File: config.mk
export PLATFORM = sky130hd
export DESIGN_NAME = pll_loop_controller
export DESIGN_NICKNAME = d
export VERILOG_FILES = /design/src/rtl/pll_loop_controller.sv
export SDC_FILE = /design/constraint.sdc
export NUM_CORES = 1
export LEC_CHECK = 0
export ABC_AREA = 1
export CELL_PAD_IN_SITES_DETAIL_PLACEMENT = 1
export CELL_PAD_IN_SITES_GLOBAL_PLACEMENT = 2
export CORE_MARGIN = 2
export CORE_UTILIZATION = 30
export CTS_CLUSTER_SIZE = 30
export DETAILED_ROUTE_END_ITERATION = 8
export PLACE_DENSITY_LB_ADDON = 0.25
export SKIP_LAST_GASP = 1
export SLEW_MARGIN = 30
export SYNTH_ARGS = -nofsm -noshare
export SYNTH_HDL_FRONTEND = slang
export SYNTH_SLANG_ARGS = --single-unit
File: constraint.sdc
create_clock -name Clock -period 2.5 [get_ports Clock]
set_input_delay 0.375 -clock Clock [delete_from_list [all_inputs] [get_ports Clock]]
set_output_delay 0.375 -clock Clock [all_outputs]
set_load 0.005 [all_outputs]
File: src/rtl/pll_loop_controller.sv
// Digital PLL loop controller: PFD edge detection, signed phase error, shift-gain PI filter,
// clamped DCO control word, lock detection and sticky timeout fault.
module pll_loop_controller #(
  parameter int N_BIT       = 8,
  parameter int CTRL_W      = 12,
  parameter int CTRL_INIT   = 2048,
  parameter int KP_SHIFT    = 1,
  parameter int KI_SHIFT    = 3,
  parameter int LOCK_TOL    = 2,
  parameter int LOCK_COUNT  = 4,
  parameter int TIMEOUT_MAX = 3
) (
  input  logic                    Clock,
  input  logic                    Reset,
  input  logic                    enable,
  input  logic                    ready,
  input  logic                    timeout,
  input  logic [N_BIT-1:0]        diff_1,
  input  logic [N_BIT-1:0]        diff_2,
  output logic [CTRL_W-1:0]       ctrl_word,
  output logic                    ctrl_valid,
  output logic signed [N_BIT:0]   phase_err,
  output logic                    locked,
  output logic                    fault
);

  localparam int IW  = CTRL_W + KI_SHIFT + 1;
  localparam int SW  = IW + 2;
  localparam int LCW = $clog2(LOCK_COUNT + 1);
  localparam int TCW = $clog2(TIMEOUT_MAX + 1);

  localparam logic [CTRL_W-1:0]    INIT_W   = CTRL_W'(CTRL_INIT);
  localparam logic signed [SW-1:0] INIT_S   = SW'(CTRL_INIT);
  localparam logic [N_BIT:0]       TOL_V    = (N_BIT + 1)'(LOCK_TOL);
  localparam logic [LCW-1:0]       LOCK_MAX = LCW'(LOCK_COUNT);
  localparam logic [TCW-1:0]       TO_MAX   = TCW'(TIMEOUT_MAX);

  typedef enum logic [1:0] {IDLE, WAIT, INTEG, OUTPUT} state_t;

  state_t                  state_q, state_d;
  logic                    ready_dly_q, timeout_dly_q;
  logic signed [N_BIT:0]   phase_err_q, phase_err_d;
  logic signed [IW-1:0]    integ_q, integ_d;
  logic [CTRL_W-1:0]       ctrl_word_q, ctrl_word_d;
  logic                    ctrl_valid_q, ctrl_valid_d;
  logic [LCW-1:0]          lock_cnt_q, lock_cnt_d;
  logic                    locked_q, locked_d;
  logic [TCW-1:0]          to_cnt_q, to_cnt_d;
  logic                    fault_q, fault_d;

  logic                    ready_rise, timeout_rise;
  logic signed [N_BIT:0]   perr_new, perr_neg, kp_term;
  logic [N_BIT:0]          perr_abs;
  logic signed [IW:0]      integ_sum;
  logic signed [IW-1:0]    integ_sat, ki_term;
  logic signed [SW-1:0]    sum;
  logic [CTRL_W-1:0]       ctrl_sat;

  assign ready_rise   = ready & ~ready_dly_q;
  assign timeout_rise = timeout & ~timeout_dly_q;
  assign perr_new     = $signed({1'b0, diff_1}) - $signed({1'b0, diff_2});
  assign perr_neg     = -phase_err_q;
  assign perr_abs     = phase_err_q[N_BIT] ? $unsigned(perr_neg) : $unsigned(phase_err_q);

  // One extra bit of headroom lets overflow be detected and clamped instead of wrapping.
  assign integ_sum = $signed({integ_q[IW-1], integ_q})
                   + $signed({{(IW - N_BIT){phase_err_q[N_BIT]}}, phase_err_q});
  assign integ_sat = (integ_sum[IW] != integ_sum[IW-1])
                   ? {integ_sum[IW], {(IW - 1){~integ_sum[IW]}}}
                   : integ_sum[IW-1:0];

  assign kp_term = phase_err_q >>> KP_SHIFT;
  assign ki_term = integ_q >>> KI_SHIFT;
  assign sum     = INIT_S
                 + $signed({{(SW - N_BIT - 1){kp_term[N_BIT]}}, kp_term})
                 + $signed({{(SW - IW){ki_term[IW-1]}}, ki_term});

  always_comb begin
    ctrl_sat = sum[CTRL_W-1:0];
    if (sum[SW-1])                ctrl_sat = '0;
    else if (|sum[SW-2:CTRL_W])   ctrl_sat = '1;
  end

  always_comb begin
    state_d      = state_q;
    phase_err_d  = phase_err_q;
    integ_d      = integ_q;
    ctrl_word_d  = ctrl_word_q;
    ctrl_valid_d = 1'b0;
    lock_cnt_d   = lock_cnt_q;
    locked_d     = locked_q;
    to_cnt_d     = to_cnt_q;
    fault_d      = fault_q;
    if (!enable) begin
      state_d     = IDLE;
      phase_err_d = '0;
      integ_d     = '0;
      ctrl_word_d = INIT_W;
      lock_cnt_d  = '0;
      locked_d    = 1'b0;
      to_cnt_d    = '0;
      fault_d     = 1'b0;
    end else begin
      case (state_q)
        IDLE: state_d = WAIT;
        WAIT: begin
          if (ready_rise) begin
            phase_err_d = perr_new;
            to_cnt_d    = '0;
            state_d     = INTEG;
          end else if (timeout_rise) begin
            lock_cnt_d = '0;
            locked_d   = 1'b0;
            if (to_cnt_q != TO_MAX) to_cnt_d = to_cnt_q + TCW'(1);
            if (to_cnt_d == TO_MAX) fault_d = 1'b1;
          end
        end
        INTEG: begin
          integ_d = integ_sat;
          state_d = OUTPUT;
        end
        OUTPUT: begin
          ctrl_word_d  = ctrl_sat;
          ctrl_valid_d = 1'b1;
          if (perr_abs <= TOL_V) begin
            if (lock_cnt_q != LOCK_MAX) lock_cnt_d = lock_cnt_q + LCW'(1);
          end else begin
            lock_cnt_d = '0;
          end
          locked_d = (lock_cnt_d == LOCK_MAX);
          state_d  = WAIT;
        end
        default: state_d = IDLE;
      endcase
    end
  end

  always_ff @(posedge Clock or posedge Reset) begin
    if (Reset) begin
      state_q       <= IDLE;
      ready_dly_q   <= 1'b0;
      timeout_dly_q <= 1'b0;
      phase_err_q   <= '0;
      integ_q       <= '0;
      ctrl_word_q   <= INIT_W;
      ctrl_valid_q  <= 1'b0;
      lock_cnt_q    <= '0;
      locked_q      <= 1'b0;
      to_cnt_q      <= '0;
      fault_q       <= 1'b0;
    end else begin
      state_q       <= state_d;
      ready_dly_q   <= ready;
      timeout_dly_q <= timeout;
      phase_err_q   <= phase_err_d;
      integ_q       <= integ_d;
      ctrl_word_q   <= ctrl_word_d;
      ctrl_valid_q  <= ctrl_valid_d;
      lock_cnt_q    <= lock_cnt_d;
      locked_q      <= locked_d;
      to_cnt_q      <= to_cnt_d;
      fault_q       <= fault_d;
    end
  end

  assign ctrl_word  = ctrl_word_q;
  assign ctrl_valid = ctrl_valid_q;
  assign phase_err  = phase_err_q;
  assign locked     = locked_q;
  assign fault      = fault_q;

endmodule

# After elaboration in Yosys (flattened, before gate mapping)
# Cells that the tools add are included.
# classes
add_sub_neg	7
n_eq_ne	20
order_cmp	1
bitwise_logic	5
reduce_logical	7
mux	42
# op_table
op	count
two-way mux 12 bit	4
two-way mux 16 bit	3
two-way mux 9 bit	4
two-way mux 2 bit	11
two-way mux 3 bit	7
adder 16 x 9 -> 17 bit	1
adder 14 x 13 -> 15 bit	1
adder 13 x 8 -> 14 bit, first input constant	1
!= test 2 x 1 -> 1 bit, second input constant	6
!= test 3 bit, second input constant	4
two-way mux 1 bit	10
<= comparator 9 x 2 -> 1 bit, second input constant	1
negator 9 bit	1
subtractor 8 x 8 -> 9 bit	1
== test 2 bit, second input constant	3
!= test 3 x 1 -> 1 bit, second input constant	2
one-hot mux 2 bit (3 select lines)	1
one-hot mux 3 bit (2 select lines)	1
OR reduction 5 bit	1
!= test 2 bit, second input constant	2
AND reduction 2 bit	2
AND reduction 4 bit	1
adder 3 x 1 -> 3 bit, second input constant	1
== test 3 bit, second input constant	1
9 further kinds	12
# word_totals
input_bits	21
output_inout_bits	24
word_cells	93
register_bits	49

# Depth between registers and ports, before layout
# logic_depth
ltp_word	12
mapped_depth	19
depth_no_buf	18

# Worst setup path after synthesis
# Ideal clock, no wire load.
# synth_path
path_kind	reg2reg
startpoint	register phase_err_q[8] (netlist: phase_err[8])
endpoint	register ctrl_word_q[0] (netlist: ctrl_word[0])
t_required_ns	2.384
period_less_slack_ns	2.610
setup_time_ns	0.116
stages_incl_launch_ff	18
setup_slack_ns	-0.110
path_buffers	1
arrival_ns	2.493
cell_sequence	dfrtp_1 -> inv_1 -> ha_1 -> ha_1 -> inv_1 -> nor2_1 -> inv_1 -> nor3_2 -> nand2_1 -> nand3_1 -> nand2_1 -> inv_1 -> nand2_2 -> inv_2 -> buf_6 -> nand3b_1 -> nand2_1 -> nand2_1
# synth_via
elab_chain_len	7
# synth_lines
element	line	text
start, declared	42	logic signed [N_BIT:0] phase_err_q, phase_err_d;
start signal, assigned	155	phase_err_q <= phase_err_d;
adder 13 x 8 -> 14 bit *	75	+ $signed({{(SW - N_BIT - 1){kp_term[N_BIT]}}, kp_term})
adder 14 x 13 -> 15 bit *	76	+ $signed({{(SW - IW){ki_term[IW-1]}}, ki_term});
OR reduction 5 bit	81	else if (|sum[SW-2:CTRL_W]) ctrl_sat = '1;
two-way mux 12 bit	81	
two-way mux 12 bit *	80	if (sum[SW-1]) ctrl_sat = '0;
two-way mux 12 bit *	104	case (state_q)
two-way mux 12 bit *	94	if (!enable) begin
end signal, assigned	157	ctrl_word_q <= ctrl_word_d;
end, declared	44	logic [CTRL_W-1:0] ctrl_word_q, ctrl_word_d;
# Every way passes the cells marked *; elsewhere a longest branch is shown, timed or not. The select of a mux whose other input is x is not followed.
# A chain may end at the register's enable or synchronous reset.

# Worst setup path in the final report
# layout_path
startpoint	register phase_err_q[8] (netlist: phase_err[8])
endpoint	register ctrl_word_q[1] (netlist: ctrl_word[1])
# Same word-level chain as after synthesis.

==> results by group <==
Global routing
  • Total track usage: 17.50%
  • GRT overflow: 0
  • Initial antenna violation count: 0
  • Global-route wire length before repair: 20930 um
  • Largest net degree at the start of global routing: 50
  • Number of global-route vias before repair: 4267

Critical path
  • Worst path max stage delay: 0.57 ns
  • CP Launch Type: flop
  • CP cell instances: ha_1, fa_2, o21ai_1, a31oi_2, nand3_1, nand3_4, a21oi_4, buf_12, nand2_1, nand2_1
  • CP max-delay cell: fa_2
  • Worst EP required: 2.69 ns
  • Setup crit end kind: flop
  • CP top delay family: adder cells
  • CP max FO: 11
  • Crit path buf inv count: 1
  • CP Class: flop to flop
  • Worst path arrival time: 2.73 ns
  • Most used cell, CP: nand2_1

Clocking
  • Clock Path Buffers: 2
  • CTS sink count: 49
  • Reg clk slew, reported paths: 0.07 ns
  • H-tree lvl count: 2
  • Root Driver: clkbuf_16
  • TritonCTS clock tree: yes
  • Hold buffer count at CTS: 0
  • Clk_lat worst skew: 0.30 ns
  • Num CTS Buffers: 5

Placement
  • Gpl congestion: 0.8138
  • DP Area: 0.005255 sq mm
  • Place WS: -0.2087 ns
  • DP HPWL: 10370 um
  • Cell total after placement: 844
  • Port buffer count: 44

Finish
  • Design Area, Final: 0.005784 sq mm
  • Area grow syn2layout: 33.81%
  • Cell Count, Final, Fillers Out: 862
  • Antenna cells: 0
  • NumNets Final: 759
  • Share of layout cells above drive strength 1: 20.38%

Die
  • Starting density of the core: 30.90%
  • Core ar.: 0.01399 sq mm
  • Chip width: 124.0 um
  • Boundary Pins: 45
  • Die Y: 124.0 um
  • Num rows: 43
  • Die area: 0.01539 sq mm

Detailed routing
  • Antenna Violating Nets Remaining: 0
  • DRC: 0
  • 1st-pass router iterations: 4
  • Routed len/inst: 15.16 um
  • Initial DRC count: 106
  • Drt via density: 4.759
  • Final WL: 13070 um
  • Vias: 4102

Timing
  • Slew Viols, Final: 0
  • Hold Vio Cnt, Final: 0
  • Final worst path period share: 101.8%
  • RSZ-0062 raised after global routing: yes
  • Fin Clk Skew: 0.003650 ns
  • Final WS setup: -0.04521 ns
  • Worst Max-Slew Pin Slew: 0.5232 ns
  • Rel. slew slack: 65.12%
  • Highest clock rate: 0.3929 GHz
  • Final Setup Violations: 14
  • Post-layout min period: 2.545 ns

Pwr
  • PwrDens: 607.1 mW/mm^2
  • Maximum vdd drop: 0.3708 mV
  • Pleak: 3.019 nW

Synthesis
  • EDFF count, synth: 0
  • Top-count cell post-synth: nand2_1
  • Top FF cell, synth: dfrtp_1
  • Mapped Cells: 586
  • Yosys top cell by area: dfrtp_1
  • Post-Syn Area: 0.004323 sq mm
  • Synth Net Count: 664
  • Post-synthesis sequential area ratio: 28.39%
  • Share of synthesized registers carrying an async set or reset: 100.0%
  • Seq cells post-synth: 49
  • Post-synth cell types: 40
  • Synth cell count leaders: nand2_1 (190), inv_1 (75), ha_1 (51)
  • Ys Warns: 0
  • Post-synth top area share: 27.79%
  • Top cells by area, synth: dfrtp_1 (28%), nand2_1 (16%), ha_1 (15%)
  • Syn Area/Cell: 7.377 sq um

Run
  • MaxCap Viol Count: 0

Outcome
  • Outcome: finished, violations left
  • Failing checks: setup timing

Worst hold path
  • HP Class: input pin to async pin
-- cells by family after synthesis --
kind of cell | Yosys count | share of synthesized area (%)
adders and majority gates | 57 | 17.54
buffers and inverters | 86 | 8.509
AOI/OAI and AO/OA | 68 | 9.725
xor gates and xnor gates | 24 | 4.862
and+or+nand+nor | 302 | 30.97
DFF | 49 | 28.39
-- final cells by class --
class | instances | area, sq um
clock buffer | 5 | 125.1
clock inverter | 3 | 47.55
fill | 1755 | 8204
inverter | 78 | 297.8
multi-input combinational | 452 | 2974
sequential | 49 | 1229
tap | 180 | 225.2
timing repair buffer | 94 | 878.3
timing repair inverter | 1 | 7.507
-- timing repair --
action                                  in CTS  in global routing
resized for setup                           17                 44
endpoints found under the setup margin      12                 28
pin swaps                                   13                 15
cloned                                       1                  2
buffers inserted                             3                  4
-- routing by layer --
metal  GRT usage [%]  vias up  part of all wire (%)
li1                -     2068                     -
met1           22.44     1965                    47
met2           31.01       54                    50
met3           2.335       15                   2.1
met4           4.213        0                   1.4
met5               0        -                     0
-- path summary, 6_finish.rpt --
path	from	to	slack, ns	depth (start not counted)
max in group asynchronous	Reset	ctrl_word[11]$_DFFE_PP1P_	1.79	3
hold / removal	Reset	ctrl_word[9]$_DFFE_PP0P_	0.43	3
hold reg to reg	ctrl_word[9]$_DFFE_PP0P_	ctrl_word[9]$_DFFE_PP0P_	0.48	2
setup / recovery	phase_err[8]$_DFFE_PP0P_	ctrl_word[1]$_DFFE_PP0P_	-0.05	10
min in group Clock	ctrl_word[9]$_DFFE_PP0P_	ctrl_word[9]$_DFFE_PP0P_	0.48	2
setup reg to reg	phase_err[8]$_DFFE_PP0P_	ctrl_word[1]$_DFFE_PP0P_	-0.05	10
-- report_power, final --
group          total (mW)  internal [mW]  switching (mW)  leakage, nW
clock network       0.819          0.480           0.339       0.0848
logic                1.70          0.746           0.958         2.27
registers           0.988          0.899          0.0893        0.665
total                3.51           2.13            1.39         3.02
-- worst reg2reg max path, stage by stage (launching register included) --
cell     delay [ns]
dfrtp_2        0.50
ha_1           0.27
fa_2           0.57
o21ai_1        0.12
a31oi_2        0.31
nand3_1        0.18
nand3_4        0.14
a21oi_4        0.08
buf_12         0.15
nand2_1        0.07
nand2_1        0.05
-- cell usage in the layout, fill, tap and decap left out, types with 6 or more instances in the layout --
master,n
a21oi_1,13
a21oi_2,10
buf_4,44
clkbuf_16,6
clkdlybuf4s50_1,44
dfrtp_1,47
ha_1,45
inv_1,69
inv_2,7
nand2_1,180
nand2_2,15
nand3_1,34
nand3_2,12
nand3b_1,6
nor2_1,35
o21ai_0,19
xnor2_1,10
xor2_1,14
-- state kept, by name (all words and copies together) (netlist names) --
| name | flops |
|---|---|
| ctrl_word | 12 |
| phase_err | 9 |
| ready_dly_q | 1 |
| ctrl_valid | 1 |
| lock_cnt_q | 3 |
| integ_q | 16 |
| to_cnt_q | 2 |
| state_q | 2 |
| fault | 1 |
| timeout_dly_q | 1 |
| locked | 1 |
-- per-stage QoR --
| stage | utilization [%] | power, mW | hold WS [ns] | TNS [ns] |
|---|---|---|---|---|
| 6_report | 41.35 | 3.512 | 0.4345 | -0.2428 |
| 5_1_grt | 41.35 | 3.772 | 0.4976 | -4.007 |
| 4_1_cts | 39.53 | 3.438 | 0.4586 | -0.2070 |
| 3_5_place_dp | 37.57 | 2.531 | 0.4762 | -1.633 |
| 3_3_place_gp | 37.57 | 2.491 | 0.4612 | -0.6293 |
| 2_1_floorplan | - | 1.959 | 0.4064 | 0 |
(Power assumes the default switching activity.)
==> variant (config.mk and constraints unchanged) <==
Register the output `fault` once more; this adds one clock of latency there. The other outputs are not delayed to match.
--- a/src/rtl/pll_loop_controller.sv
+++ b/src/rtl/pll_loop_controller.sv
@@ -167,7 +167,9 @@
   assign ctrl_valid = ctrl_valid_q;
   assign phase_err  = phase_err_q;
   assign locked     = locked_q;
-  assign fault      = fault_q;
+  always_ff @(posedge Clock) begin
+    fault <= fault_q;
+  end
 
 endmodule
 
Formal check against the unedited RTL: not equivalent (Yosys sat finds a counterexample within 10 cycles, from zero or initial values and one cycle with Reset high).
==> variant against the unedited design <==
The run still ends with negative setup slack left. Total power rose by 0.18%. Worst setup slack improved by 33 ps. Routed wire length fell by 2.5%. Synthesized cell count rose by 0.17%. Sequential cell count rose by 1. Final cell count fell by 0.46%. Cell area fell by 0.95%. Area after synthesis rose by 0.46%. Critical path type unchanged. Critical endpoint is now ctrl_word[4]. Largest power group unchanged. Highest routed layer unchanged.
==> variant: results (changes against the unedited design) <==
status complete, but fails checks (unchanged); DR iter-0 viols 101 (was 106); GRT met1 Usage 0.2187 (was 0.2244); slowest stage delay, CP 640 ps (was 570 ps); Post-CTS Setup Bufs 4 (was 3); drt first pass iters 4 (unchanged); P_leak 2.983 nW (was 3.019 nW); Compound-Gate Fraction of Synth Area 0.09680 (was 0.09725); proportion of layout cells with a drive suffix above 1 0.1888 (was 0.2038); nets 755 (was 759); Synth cell types 41 (was 40); ranking of synthesized cells by area dfrtp_1 28%, nand2_1 16%, ha_1 15% (unchanged); Hold Path Class reg -> reg (was in -> async); routed wl met3 282 µm (was 270 µm); vias in the first global route 4472 (was 4267); number of diodes 0 (unchanged); GPL Wtd Cong 0.7936 (was 0.8138); first-pass GRT wire length 21.53 mm (was 20.93 mm); failing checks negative setup slack (unchanged); routed wl met2 6.271 mm (was 6.518 mm); Final setup viols 2 (was 14); Detail Placement HPWL 10.28 mm (was 10.37 mm); GRT Util Overall 0.1685 (was 0.1750); setup TNS -14.69 ps (was -242.8 ps); Most flops, register integ_q (unchanged); DP Cell Count 843 (was 844); fraction of synthesized cell area in xor and xnor cells 0.04840 (was 0.04863); DP Area 5248 µm² (was 5255 µm²); Worst-path clk slew 70 ps (about the same); Worst-Margin Slew 663.0 ps (was 523.2 ps); Post-synth ARST share 0.9800 (was 1.000); Comb pwr share 0.483 (was 0.485); met3 GRT Util 0.02792 (was 0.02335); Setup WS pre-CTS -166.0 ps (was -208.7 ps); worst r2r dst ctrl_word[4] (was ctrl_word[1]); Worst Slack Setup Final -12.09 ps (was -45.21 ps); maximum vdd drop 279.6 µV (was 370.8 µV); Mapped Nets 665 (was 664); routed vias/inst 4.726 (was 4.759); critical path arrival 2750 ps (was 2730 ps); PostCTS Resize Cnt 14 (was 17); adder-cell share of the synthesized area 0.1746 (was 0.1754); met1 wire length 6.060 mm (was 6.088 mm); Finished Layout Cells 858 (was 862); R2R cell count 12 (was 10); P_sw 1.382 mW (was 1.386 mW); GRT met2 Usage 0.2996 (was 0.3101)
## variant: cell count changes in the layout (fill, tap and decap cells not counted), sizes merged
cell    before  now
clkinv       0    1
buf         49   44
inv         80   79
dfxtp        0    1
nand2      202  203
clkbuf       6    5
## variant: how the worst min path moves through the flow
stage / from / end / slack (ps) / depth (start not counted)
CTS: fault_q / fault / 390 / 0
finish: fault_q / fault / 390 / 0
global route: fault_q / fault / 400 / 0
detailed placement: fault_q / fault / 370 / 0
global placement: fault_q / fault / 370 / 0
floorplan: fault_q / fault / 350 / 0
## variant: cell families after synthesis
kind of cell | Yosys count
compound gates | 68
xor+xnor | 24
fa+ha+maj | 57
buf+inv | 86
flops | 50
simple gates | 302
## variant: final cells by class
type	instances	area (µm²)
clock buffer	5	125.1
multi-input combinational	453	2982
timing repair inverter	1	7.507
timing repair buffer	88	795.8
tap	180	225.2
sequential	50	1249
inverter	78	297.8
clock inverter	3	47.55
fill	1747	8259
